File: src/rtl/lsu_mem_stage.sv
`default_nettype none
// ============================================================================
// Module   : lsu_mem_stage
// Brief    : MEM-stage load/store unit. Issues a handshaked data-bus access
//            with byte enables, aligns and extends load data, stalls the
//            pipeline while the access is in flight and flags illegal
//            accesses without touching memory.
// Revision : 1.0 - initial release
// ============================================================================
module lsu_mem_stage #(
  parameter int ADDR_W = 32
) (
  input  logic              clk,
  input  logic              rst,
  input  logic              mem_rd,
  input  logic              mem_wr,
  input  logic [2:0]        funct3,
  input  logic [ADDR_W-1:0] addr,
  input  logic [31:0]       store_data,
  output logic              bus_req,
  output logic              bus_we,
  output logic [ADDR_W-1:0] bus_addr,
  output logic [3:0]        bus_be,
  output logic [31:0]       bus_wdata,
  input  logic              bus_gnt,
  input  logic              bus_rvalid,
  input  logic [31:0]       bus_rdata,
  output logic [31:0]       data_memory_output,
  output logic              lsu_stall,
  output logic              misaligned
);

  typedef enum logic [1:0] {
    ST_IDLE = 2'd0,
    ST_REQ  = 2'd1,
    ST_WAIT = 2'd2,
    ST_DONE = 2'd3
  } state_t;

  state_t              state_q, state_d;
  logic                bus_req_q, bus_req_d;
  logic                bus_we_q, bus_we_d;
  logic [ADDR_W-1:0]   bus_addr_q, bus_addr_d;
  logic [3:0]          bus_be_q, bus_be_d;
  logic [31:0]         bus_wdata_q, bus_wdata_d;
  logic [31:0]         dmo_q, dmo_d;
  logic                misaligned_q, misaligned_d;
  logic [2:0]          funct3_q, funct3_d;
  logic [1:0]          off_q, off_d;

  logic                w_access;
  logic                w_legal;
  logic [3:0]          w_be;
  logic [31:0]         w_wdata;
  logic [7:0]          w_byte;
  logic [15:0]         w_half;
  logic [31:0]         w_load;

  assign w_access = mem_rd | mem_wr;

  // Legality: supported size codes, no unsigned variants on stores, natural alignment
  always_comb begin
    w_legal = 1'b0;
    case (funct3)
      3'b000, 3'b100: w_legal = 1'b1;
      3'b001, 3'b101: w_legal = ~addr[0];
      3'b010:         w_legal = (addr[1:0] == 2'b00);
      default:        w_legal = 1'b0;
    endcase
    if (mem_wr && funct3[2]) begin
      w_legal = 1'b0;
    end
  end

  // Byte-lane enables and lane-replicated store data for the requested size
  always_comb begin
    w_be    = 4'b1111;
    w_wdata = store_data;
    case (funct3[1:0])
      2'b00: begin
        w_be    = 4'b0001 << addr[1:0];
        w_wdata = {4{store_data[7:0]}};
      end
      2'b01: begin
        w_be    = 4'b0011 << {addr[1], 1'b0};
        w_wdata = {2{store_data[15:0]}};
      end
      default: begin
        w_be    = 4'b1111;
        w_wdata = store_data;
      end
    endcase
  end

  // Load alignment and extension, using the access info captured at issue
  always_comb begin
    w_byte = bus_rdata[{off_q, 3'b000} +: 8];
    w_half = bus_rdata[{off_q[1], 4'b0000} +: 16];
    case (funct3_q)
      3'b000:  w_load = {{24{w_byte[7]}}, w_byte};
      3'b100:  w_load = {24'd0, w_byte};
      3'b001:  w_load = {{16{w_half[15]}}, w_half};
      3'b101:  w_load = {16'd0, w_half};
      default: w_load = bus_rdata;
    endcase
  end

  // Next-state and next-output computation for the access sequencer
  always_comb begin
    state_d      = state_q;
    bus_req_d    = bus_req_q;
    bus_we_d     = bus_we_q;
    bus_addr_d   = bus_addr_q;
    bus_be_d     = bus_be_q;
    bus_wdata_d  = bus_wdata_q;
    dmo_d        = dmo_q;
    funct3_d     = funct3_q;
    off_d        = off_q;
    misaligned_d = 1'b0;
    case (state_q)
      ST_IDLE: begin
        if (w_access && w_legal) begin
          state_d     = ST_REQ;
          bus_req_d   = 1'b1;
          bus_we_d    = mem_wr;
          bus_addr_d  = {addr[ADDR_W-1:2], 2'b00};
          bus_be_d    = w_be;
          bus_wdata_d = w_wdata;
          funct3_d    = funct3;
          off_d       = addr[1:0];
        end else if (w_access) begin
          misaligned_d = 1'b1;
        end
      end
      ST_REQ: begin
        if (bus_gnt) begin
          state_d   = ST_WAIT;
          bus_req_d = 1'b0;
        end
      end
      ST_WAIT: begin
        if (bus_rvalid) begin
          state_d = ST_DONE;
          if (!bus_we_q) begin
            dmo_d = w_load;
          end
        end
      end
      default: begin
        // DONE: the instruction leaves the stage now, nothing new starts here
        state_d = ST_IDLE;
      end
    endcase
  end

  // State and registered outputs, cleared by synchronous reset
  always_ff @(posedge clk) begin
    if (rst) begin
      state_q      <= ST_IDLE;
      bus_req_q    <= 1'b0;
      bus_we_q     <= 1'b0;
      bus_addr_q   <= '0;
      bus_be_q     <= 4'd0;
      bus_wdata_q  <= 32'd0;
      dmo_q        <= 32'd0;
      misaligned_q <= 1'b0;
      funct3_q     <= 3'd0;
      off_q        <= 2'd0;
    end else begin
      state_q      <= state_d;
      bus_req_q    <= bus_req_d;
      bus_we_q     <= bus_we_d;
      bus_addr_q   <= bus_addr_d;
      bus_be_q     <= bus_be_d;
      bus_wdata_q  <= bus_wdata_d;
      dmo_q        <= dmo_d;
      misaligned_q <= misaligned_d;
      funct3_q     <= funct3_d;
      off_q        <= off_d;
    end
  end

  assign bus_req            = bus_req_q;
  assign bus_we             = bus_we_q;
  assign bus_addr           = bus_addr_q;
  assign bus_be             = bus_be_q;
  assign bus_wdata          = bus_wdata_q;
  assign data_memory_output = dmo_q;
  assign misaligned         = misaligned_q;

  // Stall while an access is in flight, or is about to start from IDLE
  assign lsu_stall = ~rst & ((state_q == ST_REQ) || (state_q == ST_WAIT) ||
                             ((state_q == ST_IDLE) && w_access && w_legal));

endmodule
`default_nettype wire

File: config.mk
export PLATFORM = sky130hd
export DESIGN_NAME = lsu_mem_stage
export DESIGN_NICKNAME = d
export VERILOG_FILES = /design/src/rtl/lsu_mem_stage.sv
export SDC_FILE = /design/constraint.sdc
export NUM_CORES = 1
export LEC_CHECK = 0
export ABC_AREA = 1
export CORE_UTILIZATION = 31
export CTS_BUF_LIST = sky130_fd_sc_hd__clkbuf_8
export CTS_CLUSTER_SIZE = 12
export DETAILED_ROUTE_END_ITERATION = 10
export GPL_TIMING_DRIVEN = 0
export MAX_ROUTING_LAYER = met4
export SYNTH_ARGS = -nofsm -noshare
export SYNTH_HDL_FRONTEND = slang
export SYNTH_SLANG_ARGS = --single-unit
File: constraint.sdc
create_clock -name clk -period 3.1 [get_ports clk]
set_input_delay 0.62 -clock clk [delete_from_list [all_inputs] [get_ports clk]]
set_output_delay 0.62 -clock clk [all_outputs]
set_load 0.005 [all_outputs]
# Word-level counts from Yosys, hierarchy flattened
# Index checks and enable logic that the tools add are counted.
classes:
  addsub: 0
  mul: 0
  div: 0
  order_cmp: 0
  eq_ne: 13
  shifts: 4
  mux: 13
  bitwise_logic: 6
  n_reduce_logical: 19
ops:
  columns: ["cell", "count"]
  rows:
  - ["one-hot mux 32 bit (4 select lines)", 1]
  - ["one-hot mux 32 bit (2 select lines)", 1]
  - ["indexed part select 32 x 6 -> 16 bit", 1]
  - ["indexed part select 32 x 6 -> 8 bit", 1]
  - ["== test 3 bit (second input constant)", 4]
  - ["AND reduction 3 bit", 3]
  - ["one-hot mux 4 bit (2 select lines)", 1]
  - ["== test 3 x 1 -> 1 bit (second input constant)", 2]
  - ["logical NOT 2 bit", 3]
  - ["logical NOT 3 bit", 2]
  - ["2-to-1 mux 2 bit", 3]
  - ["inequality test 2 bit (second input constant)", 3]
  - ["one-hot mux 2 bit (3 select lines)", 1]
  - ["== test 2 x 1 -> 1 bit (second input constant)", 2]
  - ["logical AND 1 bit", 4]
  - ["2-to-1 mux 1 bit", 4]
  - ["inverter 1 bit", 4]
  - ["OR reduction 2 bit", 2]
  - ["left shift 1 x 2 -> 4 bit (first input constant)", 1]
  - ["left shift 2 x 2 -> 4 bit (first input constant)", 1]
  - ["== test 3 x 2 -> 1 bit (second input constant)", 1]
  - ["one-hot mux 1 bit (3 select lines)", 1]
  - ["OR reduction 3 bit", 1]
  - ["== test 2 bit (second input constant)", 1]
  - ["6 further kinds", 7]
totals:
  register_bits: 108
  latch_bits: 0
  ram_bits: 0
  mem_bits_ro: 0
  input_bits: 105
  output_inout_bits: 104
  word_cells: 65
  memories: 0

# Longest topological paths before layout
logic_depth:
  depth_word: 7
  mapped_depth: 10
  ltp_nobuf: 9

# Least setup slack after synthesis
# OpenSTA, ideal clock, no wires.
synth_path:
  path_kind: "input to output"
  startpoint: "input port funct3[1]"
  endpoint: "output port lsu_stall"
  t_arrival_ps: 1473
  required_ps: 2480
  slack_ps: 1007
  cell_stages: 7
  n_path_buf: 2
  cell_sequence: "buf_6 -> o21ai_2 -> nand2_1 -> nor2_4 -> nand2_2 -> buf_2 -> a21oi_1"
synth_via:
  elab_chain_len: 7
  word_cells_on_any_way: 12
  classes_between: "4 x eq/ne; 2 x mux; 1 x bitwise; 5 x reduce/logical"
synth_lines:
  columns: ["element", "line", "rtl"]
  rows:
  - ["start, declared", "17", "input logic [2:0] funct3,"]
  - ["== test 3 x 1 -> 1 bit (tied with other cells)", "64", "case (funct3)"]
  - ["OR reduction 2 bit", "64", null]
  - ["one-hot mux 1 bit (3 select lines) (*)", "64", null]
  - ["2-to-1 mux 1 bit (*)", "70", "if (mem_wr && funct3[2]) begin"]
  - ["logical AND 1 bit (*)", "193", "((state_q == ST_IDLE) && w_access && w_legal));"]
  - ["logical OR 1 bit (*)", "192", "assign lsu_stall = ~rst & ((state_q == ST_REQ) || (state_q == ST_WAIT) ||"]
  - ["AND 1 bit (*)", "192", null]
  - ["end, declared", "29", "output logic lsu_stall,"]
# Mark *: on every way between the ends. The rest lies on a longest branch, timed or not.

# Final worst setup path
layout_path:
  startpoint: "input port mem_wr"
  endpoint: "output port lsu_stall"
layout_via:
  elab_chain_len: 5
  word_cells_on_any_way: 7
  classes_between: "1 x mux; 2 x bitwise; 4 x reduce/logical"
layout_lines:
  columns: ["element", "line", "rtl"]
  rows:
  - ["start, declared", "16", "input logic mem_wr,"]
  - ["bitwise OR 1 bit / logical AND 1 bit (equally long branches)", "59, 70", null]
  - ["logical AND 1 bit / 2-to-1 mux 1 bit (equally long branches)", "193, 70", null]
  - ["logical AND 1 bit (*)", "193", null]
  - ["logical OR 1 bit (*)", "192", null]
  - ["AND 1 bit (*)", "192", null]
# Marks and branches as above.

==> results.md <==
- The run finished with clean final reports.
- The number of cells on the worst reg-to-reg path is 6.
- The transition time at the pin with the least slew margin is roughly 0.60 ns.
- The region available for standard cell placement spans 16700 um^2.
- The number of antenna violations at the first check in global routing is 1.
- VDD sags by at most about 220 uV.
- The top fanout value on the critical path is 4.
- The element type at the critical path start is an input port.
- Setup slack on the critical path of the routed design comes to between 0.2 and 0.25 ns.
- The worst-case setup slack after placement is -0.189 ns.
- Yosys printed 0 warnings.
- The first-pass GRT wire length is between 20000 and 30000 um.
- The area of the mapped netlist is 5350 um^2.
- Counting instances, the worst hold path has a depth of 2.
- The average via count per standard cell is between 4 and 5.
- The floorplan step defined a die boundary enclosing ~18000 um^2.
- The final cell utilization of the core is 0.475.
- The most frequent cell on the critical path is clkdlybuf4s50_1.
- The final hold violation count is 0.
- The number of failing setup endpoints in the final timing report is 0.
- The die is between 100 and 150 um tall.
- The CTS tree is built.
- Of the total synthesized cell area, the portion taken by AND, OR, NAND and NOR gates is 0.321.
- The overall die width is between 100 and 150 um.
- Measured against the total synthesized area, the mux share comes to 0.
- The final instance area is between 7000 and 8000 um^2.
- On the critical path, the stage with the largest delay is an instance of clkdlybuf4s50_1.
- After synthesis, the largest family of logic cells by area is simple AND/OR/NAND/NOR gates.
- The register area share after synthesis is 0.404.
- Hold is met by between 0.4 and 0.5 ns.
- Setup repair after global routing left no endpoint under its margin.
- The area growth from synthesis to layout is 48.3%.
- The starting density of the core is 0.320.
- In this run the cell area measured after placement is ~7700 um^2.
- The maximum number of pins on one net before global-route repair is 22.
- Of the total synthesized cell area, the portion taken by full adders, half adders and majority gates is 0.00701.
- Across the run, the number of max-cap violations was 0.
- The gate count of the mapped netlist is 768.
- After layout, the minimum clock period comes to around 2.9 ns.
- The pre-antenna-repair detailed-routing pass consisted of 5 iterations.
- The number of distinct library cells after synthesis is 32.
- The worst slew margin relative to its limit is 0.601.
- Summed over all nets, the half-perimeter wirelength after detailed placement is ~14000 um.
- The maximum count of clock buffers along a single path is 2.
- The clock-pin transition on the worst setup and hold timing paths is 0.11 ns.
- The worst hold path begins at bus_be[0].
- The global placer's final weighted congestion is between 0.8 and 0.9.
- The register bit total from synthesis is around 110.
- In the final layout, the share of cells above drive strength 1 is 0.0958.
- Data on the critical path arrives at its endpoint at roughly 2.3 ns.
- The post-route clock skew is between 0.02 and 0.025 ns.
- Timing would allow up to approximately 350 MHz.
- Walking the worst path, the cells encountered are clkdlybuf4s50_1, inv_1, nand2_1, nand3_2, nor2_4, nand2_8, a21oi_1, clkdlybuf4s50_1.
- In the finished design, the share of the clock period the worst path needs comes to 0.933.
- The number of nets in the finished design is ~1100.
- The leakage power total is around 3.2 nW.
- The first routing iteration left ~450 violations.
- After detailed routing, the average wire length per cell comes to 15.0 um.
- The top-level port count is 209.
- Data on the critical path is required at its endpoint by about 2.5 ns.
- In this run the power density over the cells is approximately 540 nW/um^2.
- The number of logic stages on the critical path including buffering is 8.
- The final routed wirelength across all metal layers is ~18000 um.
- The number of DRC violations after detailed routing is 0.
- The cell class contributing the biggest share of worst-path delay is buffers and inverters.
- The source of the worst register-to-register timing path is state_q[1].
- The cell at the root of the clock tree is clkbuf_8.
- The number of global-route vias before repair is approximately 5400.
- Each instance of the synthesized netlist takes up on average about 7 um^2.
- Once detail routing completed, the nets flagged for antenna violations numbered 0.
- The final count of pins violating max slew came to 0.
- For this run, the slowest stage of the critical path takes ~0.53 ns.
- The complex-gate fraction of the synthesized area is 0.155.
- The source of the critical timing path is mem_wr.
- For this run, the total global-route usage over all layers was measured as 0.213.
- In this run the tool buffered the top-level ports with approximately 200 buffer cells.
- The leftover overflow at the end of global routing is 0.
- The worst setup path is captured at an output pin.
- The buffers plus inverters on the worst setup path is 3.
- In this run the core area contains 47 standard-cell rows.
- The clock drives 108 sinks.
- The number of hold buffers added after CTS was 0.
- The final route contains 5700 vias.
- The critical path is of the in -> out type.
- The clock latency on the worst-skew pair is between 0.4 and 0.5 ns.
- Of the total synthesized cell area, the portion taken by XOR and XNOR cells is 0.
- The H-tree generated during clock tree synthesis spans 3 levels.
- The number of CTS-inserted buffers is 9.
- The worst hold path belongs to the class reg -> reg.
[per-layer routing]
| layer | track usage | up-vias | wire [um] |
|---|---|---|---|
| met5 | - | - | 0 |
| met4 | 0.0713 | 0 | 323 |
| met3 | 0.0514 | 26 | 1500 |
| met2 | 0.316 | 223 | 7950 |
| met1 | 0.281 | 2535 | 8460 |
| li1 | - | 2916 | - |
[cell usage after synthesis]
cell type	instances	area [um^2]
nand4_1	1	6.26
nor2_4	3	33.8
nor2_1	63	236
o21ai_1	4	20.0
dfxtp_1	108	2160
buf_8	2	30.0
buf_6	7	78.8
nand3b_1	1	7.51
a31oi_1	1	6.26
a21oi_2	10	87.6
buf_12	1	20.0
nor3_2	1	10.0
o22ai_1	1	6.26
inv_1	70	263
clkinv_1	1	3.75
buf_4	6	45.0
buf_1	1	3.75
a21oi_1	89	445
o21ai_0	41	205
or2_1	1	6.26
buf_2	17	85.1
inv_2	1	3.75
conb_1	1	3.75
o211ai_1	1	7.51
ha_1	3	37.5
nand3_2	22	220
o21bai_1	6	45.0
nand2_2	4	25.0
clkbuf_1	18	67.6
nand3_1	90	450
o21ai_2	1	8.76
nand2_1	192	721
[registers in the layout (all words and copies together) (netlist names)]
register and count:
bus_wdata 32, data_memory_output 32, bus_addr 30, bus_be 4
funct3_q 3, off_q 2, state_q 2, bus_req 1
bus_we 1, misaligned 1
[where the power goes]
part / internal, mW / switching (mW) / total, mW
Sequential: 1.56 / 0.0990 / 1.66
Clock: 0.402 / 0.580 / 0.983
Combinational: 0.718 / 0.918 / 1.64
Total: 2.68 / 1.60 / 4.27
[area by class of cell]
| type | instances | area (um^2) |
|---|---|---|
| fill | 1748 | 8760 |
| multi-input combinational | 537 | 2610 |
| sequential | 108 | 2160 |
| timing repair buffer | 208 | 2070 |
| buffer | 51 | 327 |
| tap | 220 | 275 |
| inverter | 72 | 270 |
| clock buffer | 9 | 124 |
| clock inverter | 7 | 97.6 |
| antenna | 1 | 2.50 |
[logic make-up (layout without fill, tap and decap cells)]
family,Yosys count,after routing
and+or+nand+nor,378,378
AOI/OAI and AO/OA,154,154
buffers and inverters,124,347
DFF,108,108
adders and majority gates,3,3
other,1,3
[final timing paths]
check / end / slack, ns
worst min-delay path: bus_be[0] / 0.45
worst min register to register: bus_be[0] / 0.45
worst max-delay path: lsu_stall / 0.21
worst max register to register: bus_wdata[4] / 0.98
[layout by cell type, fill, tap and decap left out, drive strengths merged]
master / Yosys / layout
nor2: 66 / 66
inv: 71 / 75
nand3b: 1 / 1
dlymetal6s2s: 0 / 1
diode: 0 / 1
conb: 1 / 2
clkbuf: 18 / 27
nor3: 1 / 1
dfxtp: 108 / 108
nand2: 196 / 196
clkdlybuf4s50: 0 / 203
or2: 1 / 1
a21oi: 99 / 99
o21bai: 6 / 6
buf: 34 / 37
o21ai: 46 / 46
ha: 3 / 3
clkinv: 1 / 3
nand4: 1 / 1
bufinv: 0 / 1
a31oi: 1 / 1
o22ai: 1 / 1
o211ai: 1 / 1
nand3: 112 / 112
[stage by stage]
stage | setup TNS [ns] | std cells | total power, mW
after CTS | 0 | 1208 | 4.29
final | 0 | 1213 | 4.27
after floorplan | 0 | 769 | 2.56
after detailed placement | -0.189 | 1193 | 3.30
after global placement | -0.172 | 1193 | 3.29
after global routing | 0 | 1213 | 4.56
[timing repair]
item | in CTS | in global routing
buffers inserted | 0 | 4
gates resized for setup | 1 | 4
pin swaps | 0 | 1
endpoints found under the setup margin | 1 | 1
[worst reg2reg max path, stage by stage (launching register included)]
cell      delay (ns)
dfxtp_1         0.36
inv_1           0.08
ha_1            0.31
clkbuf_1        0.47
clkbuf_1        0.50
nand3_1         0.16
a21oi_1         0.16
Note: power is estimated with default switching activity, not from simulation.
